**config.mk**
```make
export PLATFORM = sky130hd
export DESIGN_NAME = button_step_conditioner
export DESIGN_NICKNAME = d
export VERILOG_FILES = /design/src/rtl/button_pkg.sv /design/src/rtl/button_debounce_channel.sv /design/src/rtl/button_step_conditioner.sv
export SDC_FILE = /design/constraint.sdc
export NUM_CORES = 1
export LEC_CHECK = 0
export ABC_AREA = 1
export CORE_MARGIN = 5
export CORE_UTILIZATION = 45
export DETAILED_ROUTE_END_ITERATION = 10
export PLACE_DENSITY = 0.61
export SETUP_SLACK_MARGIN = 0.02
export SLEW_MARGIN = 10
export SYNTH_ARGS = -nofsm -noshare
export SYNTH_HDL_FRONTEND = slang
export SYNTH_SLANG_ARGS = --single-unit
```
**constraint.sdc**
```tcl
create_clock -name i_clk -period 1.8 [get_ports i_clk]
set_input_delay 0.18 -clock i_clk [delete_from_list [all_inputs] [get_ports i_clk]]
set_output_delay 0.18 -clock i_clk [all_outputs]
set_load 0.05 [all_outputs]
```
**src/rtl/button_pkg.sv**
```systemverilog
// Shared types and 50 MHz timing defaults for the push-button step front end.
package button_pkg;

  typedef enum logic [1:0] {
    RELEASED = 2'd0,
    HELD     = 2'd1,
    REPEAT   = 2'd2
  } rpt_state_e;

  localparam int unsigned CLK_HZ = 50_000_000;

  function automatic int unsigned cycles_from_ms(input int unsigned ms,
                                                 input int unsigned clk_hz);
    return (clk_hz / 32'd1000) * ms;
  endfunction

  localparam int unsigned DEF_DEBOUNCE_CYCLES = cycles_from_ms(32'd20, CLK_HZ);
  localparam int unsigned DEF_REPEAT_DELAY    = cycles_from_ms(32'd500, CLK_HZ);
  localparam int unsigned DEF_REPEAT_PERIOD   = cycles_from_ms(32'd100, CLK_HZ);

endpackage

```
**src/rtl/button_debounce_channel.sv**
```systemverilog
// One push-button channel: synchroniser, debounce, press/auto-repeat FSM and a
// stretched active-low strobe for the negedge-triggered step controls.
module button_debounce_channel
  import button_pkg::*;
#(
  parameter int SYNC_STAGES     = 2,
  parameter int DEBOUNCE_CYCLES = int'(DEF_DEBOUNCE_CYCLES),
  parameter int REPEAT_DELAY    = int'(DEF_REPEAT_DELAY),
  parameter int REPEAT_PERIOD   = int'(DEF_REPEAT_PERIOD),
  parameter int STROBE_LEN      = 4,
  parameter bit REPEAT_EN       = 1'b1
) (
  input  logic i_clk,
  input  logic i_reset,
  input  logic i_btn_n,
  output logic o_press,
  output logic o_step,
  output logic o_step_n
);

  localparam int RPT_MAX = (REPEAT_DELAY > REPEAT_PERIOD) ? REPEAT_DELAY : REPEAT_PERIOD;
  localparam int DEB_W   = $clog2(DEBOUNCE_CYCLES + 1);
  localparam int RPT_W   = $clog2(RPT_MAX + 1);
  localparam int STR_W   = $clog2(STROBE_LEN + 1);

  localparam logic [DEB_W-1:0] DEB_LAST    = DEB_W'(DEBOUNCE_CYCLES - 1);
  localparam logic [RPT_W-1:0] DELAY_LAST  = RPT_W'(REPEAT_DELAY - 1);
  localparam logic [RPT_W-1:0] PERIOD_LAST = RPT_W'(REPEAT_PERIOD - 1);
  localparam logic [STR_W-1:0] STR_LOAD    = STR_W'(STROBE_LEN);

  logic [SYNC_STAGES-1:0] sync_q, sync_d;
  logic                   sync;
  logic                   stable_q, stable_d;
  logic [DEB_W-1:0]       deb_cnt_q, deb_cnt_d;
  rpt_state_e             state_q, state_d;
  logic [RPT_W-1:0]       rpt_cnt_q, rpt_cnt_d;
  logic [STR_W-1:0]       str_cnt_q, str_cnt_d;
  logic                   press_q, press_d;
  logic                   step_q, step_d;
  logic                   step_n_q, step_n_d;
  logic                   pressed;

  assign sync_d  = {sync_q[SYNC_STAGES-2:0], i_btn_n};
  assign sync    = sync_q[SYNC_STAGES-1];
  assign pressed = ~stable_q;

  always_ff @(posedge i_clk or negedge i_reset) begin
    if (!i_reset) begin
      sync_q    <= '1;
      stable_q  <= 1'b1;
      deb_cnt_q <= '0;
      state_q   <= RELEASED;
      rpt_cnt_q <= '0;
      str_cnt_q <= '0;
      press_q   <= 1'b0;
      step_q    <= 1'b0;
      step_n_q  <= 1'b1;
    end else begin
      sync_q    <= sync_d;
      stable_q  <= stable_d;
      deb_cnt_q <= deb_cnt_d;
      state_q   <= state_d;
      rpt_cnt_q <= rpt_cnt_d;
      str_cnt_q <= str_cnt_d;
      press_q   <= press_d;
      step_q    <= step_d;
      step_n_q  <= step_n_d;
    end
  end

  // Stable level only follows sync after DEBOUNCE_CYCLES consecutive disagreeing samples.
  always_comb begin
    deb_cnt_d = '0;
    stable_d  = stable_q;
    if (sync != stable_q) begin
      if (deb_cnt_q == DEB_LAST) begin
        stable_d = sync;
      end else begin
        deb_cnt_d = deb_cnt_q + 1'b1;
      end
    end
  end

  always_comb begin
    state_d   = state_q;
    rpt_cnt_d = rpt_cnt_q;
    step_d    = 1'b0;
    unique case (state_q)
      RELEASED: begin
        if (pressed) begin
          step_d    = 1'b1;
          rpt_cnt_d = '0;
          state_d   = HELD;
        end
      end
      HELD: begin
        if (!pressed) begin
          state_d   = RELEASED;
          rpt_cnt_d = '0;
        end else if (REPEAT_EN && (rpt_cnt_q == DELAY_LAST)) begin
          step_d    = 1'b1;
          rpt_cnt_d = '0;
          state_d   = REPEAT;
        end else if (REPEAT_EN) begin
          rpt_cnt_d = rpt_cnt_q + 1'b1;
        end
      end
      REPEAT: begin
        // Release takes priority over a coincident repeat tick.
        if (!pressed) begin
          state_d   = RELEASED;
          rpt_cnt_d = '0;
        end else if (rpt_cnt_q == PERIOD_LAST) begin
          step_d    = 1'b1;
          rpt_cnt_d = '0;
        end else begin
          rpt_cnt_d = rpt_cnt_q + 1'b1;
        end
      end
      default: begin
        state_d   = RELEASED;
        rpt_cnt_d = '0;
      end
    endcase
  end

  always_comb begin
    press_d   = ~stable_q;
    str_cnt_d = str_cnt_q;
    if (step_d) begin
      str_cnt_d = STR_LOAD;
    end else if (str_cnt_q != '0) begin
      str_cnt_d = str_cnt_q - 1'b1;
    end
    step_n_d = (str_cnt_d == '0);
  end

  a_no_retrigger: assert property (@(posedge i_clk) disable iff (!i_reset)
                                   step_d |-> (str_cnt_q == '0));

  assign o_press  = press_q;
  assign o_step   = step_q;
  assign o_step_n = step_n_q;

endmodule

```
**src/rtl/button_step_conditioner.sv**
```systemverilog
// Front end for the active-low board KEYs: one independent debounce/auto-repeat
// channel per button, feeding the theta/phi step logic.
module button_step_conditioner
  import button_pkg::*;
#(
  parameter int               N_BTN           = 4,
  parameter int               SYNC_STAGES     = 2,
  parameter int               DEBOUNCE_CYCLES = int'(DEF_DEBOUNCE_CYCLES),
  parameter int               REPEAT_DELAY    = int'(DEF_REPEAT_DELAY),
  parameter int               REPEAT_PERIOD   = int'(DEF_REPEAT_PERIOD),
  parameter int               STROBE_LEN      = 4,
  parameter logic [N_BTN-1:0] REPEAT_EN       = {N_BTN{1'b1}}
) (
  input  logic             i_clk,
  input  logic             i_reset,
  input  logic [N_BTN-1:0] i_btn_n,
  output logic [N_BTN-1:0] o_press,
  output logic [N_BTN-1:0] o_step,
  output logic [N_BTN-1:0] o_step_n
);

  // Strobes must never overlap, which needs a repeat period of at least two strobes.
  if (REPEAT_PERIOD < 2 * STROBE_LEN || DEBOUNCE_CYCLES < 1 || SYNC_STAGES < 2 ||
      STROBE_LEN < 1) begin : g_bad_params
    $error("button_step_conditioner: illegal timing parameters");
  end

  for (genvar i = 0; i < N_BTN; i++) begin : g_chan
    button_debounce_channel #(
      .SYNC_STAGES    (SYNC_STAGES),
      .DEBOUNCE_CYCLES(DEBOUNCE_CYCLES),
      .REPEAT_DELAY   (REPEAT_DELAY),
      .REPEAT_PERIOD  (REPEAT_PERIOD),
      .STROBE_LEN     (STROBE_LEN),
      .REPEAT_EN      (REPEAT_EN[i])
    ) u_chan (
      .i_clk   (i_clk),
      .i_reset (i_reset),
      .i_btn_n (i_btn_n[i]),
      .o_press (o_press[i]),
      .o_step  (o_step[i]),
      .o_step_n(o_step_n[i])
    );
  end

endmodule
```
==> flow_metrics.py <==
metrics = {
    "setup_path": {
        "crit_required_ns": 2.23,
        "worstPathMaxFanout": 4,
        "crit_family": "simple AND/OR/NAND/NOR gates",
        "cp.depth": 8,
        "critPathMaxStageDelay_ns": 0.41,
        "crit_top_cell": "nand2_2",
        "arrival_ns": 2.15,
        "endpoint_kind": "flip-flop",
        "path_cells": "ha_4, nand4_1, nor3_4, nand2_2, nor2_4, nand2_2, nor3_2, nor2_1",
        "start_kind": "flip-flop",
        "rr_worst_depth": 8,
        "cpMaxStageDelayCell": "dfrtp_1",
        "regToRegSetupSlack_ns": 0.08,
        "crit_buf_inv": 0,
        "critPathKind": "reg2reg",
    },
    "finish": {
        "fin_area_um2": 16080,
        "fillers": 2811,
        "syn_to_final_growth_pct": 18.39,
        "final_util": 0.5412,
        "final_nets": 2046,
        "antenna_cells": 0,
        "drive_gt1_frac": 0.1378,
    },
    "synth": {
        "synthesis.nets": 1928,
        "ys_seq_elements": 224,
        "ys_types": 45,
        "synth-seq-area-share": 0.4141,
        "yosysWarnings": 0,
        "syn_area_per_cell_um2": 7.203,
        "synth.cell_area_um2": 13580,
        "synthArstFlopShare": 1.000,
        "netlist_instances": 1886,
        "synthFlopType": "dfrtp_1",
        "synth-edff-count": 0,
    },
    "job": {
        "cap_violations": 0,
    },
    "route": {
        "totalWireLength_um": 31780,
        "routedWlPerCell_um": 13.17,
        "drc": 0,
        "avgViaCountPerCell": 5.055,
        "num_vias": 12203,
        "first_pass_iters": 5,
        "postRouteAntennaNets": 0,
        "drtIter0Drc": 647,
    },
    "die": {
        "boundaryPins": 18,
        "num_rows": 63,
        "initial_core_util": 0.4571,
        "die-height_um": 183.7,
        "die-area_um2": 33760,
        "core_area_um2": 29720,
        "die_w_um": 183.7,
    },
    "grt": {
        "grt_max_degree": 55,
        "gr-usage-all-layers": 0.1893,
        "overflow": 0,
        "antenna_found_initial": 0,
        "grt_pass1_vias": 11893,
        "grt_pass1_wl_um": 55270,
    },
    "sta": {
        "final.setup.tns_ns": 0,
        "whs_ns": 0.05267,
        "maxSlewHeadroom": 0.6729,
        "setup_violations": 0,
        "fin_crit_sh": 0.9576,
        "worst_pin_slew_ns": 0.4926,
        "drv_slew": 0,
        "max_freq_mhz": 580.1,
        "finalHoldViolCount": 0,
        "fin_skew_ns": 0.01055,
        "rsz0062_at_grt": "true",
        "period_needed_ns": 1.724,
    },
    "cts": {
        "clock-sinks": 224,
        "clock_latency_ns": 0.54,
        "numCtsBuffers": 27,
        "htree_levels": 1,
        "cts-root-buf": "clkbuf_16",
        "cts_tree": "built",
        "cts_buffer_depth": 3,
        "cts.clk_slew.worst_paths_ns": 0.06,
    },
    "pwr": {
        "leakage_nw": 7.816,
        "powerDensity_nw_per_um2": 651.2,
        "ir_drop_mv": 0.7334,
    },
    "worst_hold_path": {
        "hold_class": "in2reg",
        "hold_path_depth": 1,
    },
    "place": {
        "dp_hpwl_um": 22580,
        "portBuffers": 17,
        "placed_area_um2": 14670,
        "routabilityCongestion": 0.9020,
    },
    "status": {
        "status": "finished clean",
    },
}
==> final timing paths <==
check,to,startpoint
min in group asynchronous,g_chan[1].u_chan.deb_cnt_q[12]$_DFF_PN0_,i_reset
max reg2reg,g_chan[0].u_chan.deb_cnt_q[16]$_DFF_PN0_,g_chan[0].u_chan.deb_cnt_q[0]$_DFF_PN0_
min,g_chan[0].u_chan.sync_q[0]$_DFF_PN1_,i_btn_n[0]
min reg2reg,g_chan[0].u_chan.sync_q[1]$_DFF_PN1_,g_chan[0].u_chan.sync_q[0]$_DFF_PN1_
max,g_chan[0].u_chan.deb_cnt_q[16]$_DFF_PN0_,g_chan[0].u_chan.deb_cnt_q[0]$_DFF_PN0_
max in group asynchronous,g_chan[0].u_chan.sync_q[1]$_DFF_PN1_,i_reset
==> flip-flops by register name (all words and copies together) (netlist names) <==
register                 flops
g_chan.u_chan.state_q        8
g_chan.u_chan.o_step         4
g_chan.u_chan.rpt_cnt_q    100
g_chan.u_chan.o_step_n       4
g_chan.u_chan.stable_q       4
g_chan.u_chan.o_press        4
g_chan.u_chan.sync_q         8
g_chan.u_chan.deb_cnt_q     80
g_chan.u_chan.str_cnt_q     12
==> per-stage QoR <==
step,power (mW),cells,setup WS [ns]
detailed placement,5.421,2337,-0.1335
global route,10.91,2414,-0.05536
floorplan,5.250,1886,0.1830
CTS,10.65,2390,0.02275
finish,10.47,2414,0.07625
global placement,5.418,2337,-0.1016
==> final cells by class <==
cell class,instances,area (um^2),share of cell area
multi-input combinational,1348,7062,0.4391
inverter,282,1061,0.06597
timing repair buffer,121,998.5,0.06208
tap,390,488.0,0.03034
clock inverter,7,38.79,0.002412
clock buffer,42,802.0,0.04987
sequential,224,5633,0.3502
==> placed cells by master, fill, tap and decap left out, types with 7 or more instances in the layout <==
cell,netlist,layout
nor4_1,8,7
nand3_1,154,143
xnor2_1,22,22
o21ai_0,56,53
o22ai_1,8,8
ha_2,0,7
nand3b_1,13,13
nand2_1,484,472
ha_1,36,27
nor3_2,7,7
dfrtp_1,208,202
clkbuf_16,0,27
a21oi_1,23,23
inv_1,280,275
xor2_1,58,58
nor2_1,292,267
nand2_2,5,15
clkbuf_8,0,7
dlygate4sd2_1,0,7
nor2_2,5,23
nand4_1,64,64
dfstp_2,16,16
nand3_2,2,11
nor2_4,3,10
buf_4,13,101
clkbuf_1,11,8
nor3_1,61,58
==> cells by family (layout without fill, tap and decap cells) <==
logic type               count (synthesis)  count (layout)  share of synthesized area
AO/OA/AOI/OAI                          112             115                    0.04670
flip-flops                             224             224                     0.4141
multiplexers                             1               1                  0.0008289
AND/OR/NAND/NOR                       1116            1116                     0.3601
adder cells (fa/ha/maj)                 36              36                    0.03316
buffers and inverters                  317             452                    0.09349
XOR/XNOR                                80              80                    0.05158
==> synth_stat cells (3+ instances only) <==
cell | n | area share
nand2_2 | 5 | 0.0023
o22ai_1 | 8 | 0.0037
buf_6 | 3 | 0.0025
ha_1 | 36 | 0.033
dfrtp_1 | 208 | 0.38
a21oi_1 | 23 | 0.0085
nor3_2 | 7 | 0.0052
dfstp_2 | 16 | 0.031
buf_4 | 13 | 0.0072
nor4_1 | 8 | 0.0037
a21o_1 | 4 | 0.0022
nor2_1 | 292 | 0.081
nor2_2 | 5 | 0.0023
buf_2 | 6 | 0.0022
xor2_1 | 58 | 0.037
nor3_1 | 61 | 0.022
nand3b_1 | 13 | 0.0072
o21ai_0 | 56 | 0.021
inv_1 | 280 | 0.077
nor2_4 | 3 | 0.0025
nand4_1 | 64 | 0.029
clkbuf_1 | 11 | 0.0030
xnor2_1 | 22 | 0.014
o21ai_1 | 4 | 0.0015
or2_2 | 4 | 0.0018
nand3_1 | 154 | 0.057
nand2_1 | 484 | 0.13
o2111ai_1 | 6 | 0.0039
a31oi_1 | 6 | 0.0028
nor3b_1 | 6 | 0.0033
==> worst register-to-register path: cells and delay by family, from the launching register on <==
kind | cells | cell delay [ns]
adder cells (fa/ha/maj) | 1 | 0.16
flip-flops | 1 | 0.41
AND/OR/NAND/NOR | 7 | 1.05
==> timing repair <==
action,CTS,global route
endpoints found under the setup margin,46,132
buffers inserted,3,21
endpoints found under the hold margin,199,0
pin swaps,3,24
cloned,0,3
hold buffers,1,0
gates resized for setup,12,98
==> report_power, final <==
| part | internal [mW] | switching, mW | total, mW | leakage, nW |
|---|---|---|---|---|
| sequential | 5.08 | 0.0269 | 5.10 | 2.97 |
| combinational | 0.0742 | 0.164 | 0.238 | 4.42 |
| clock | 3.04 | 2.09 | 5.13 | 0.420 |
==> routing by layer <==
metal	vias up	routed length, um	share of wire	global-route usage
li1	6231	-	-	-
met1	5693	15260	0.48	0.2609
met2	229	14680	0.46	0.3205
met3	50	1193	0.038	0.02592
met4	0	651	0.020	0.04052
met5	-	0	0	0
Power figures use the tool's default switching activity.
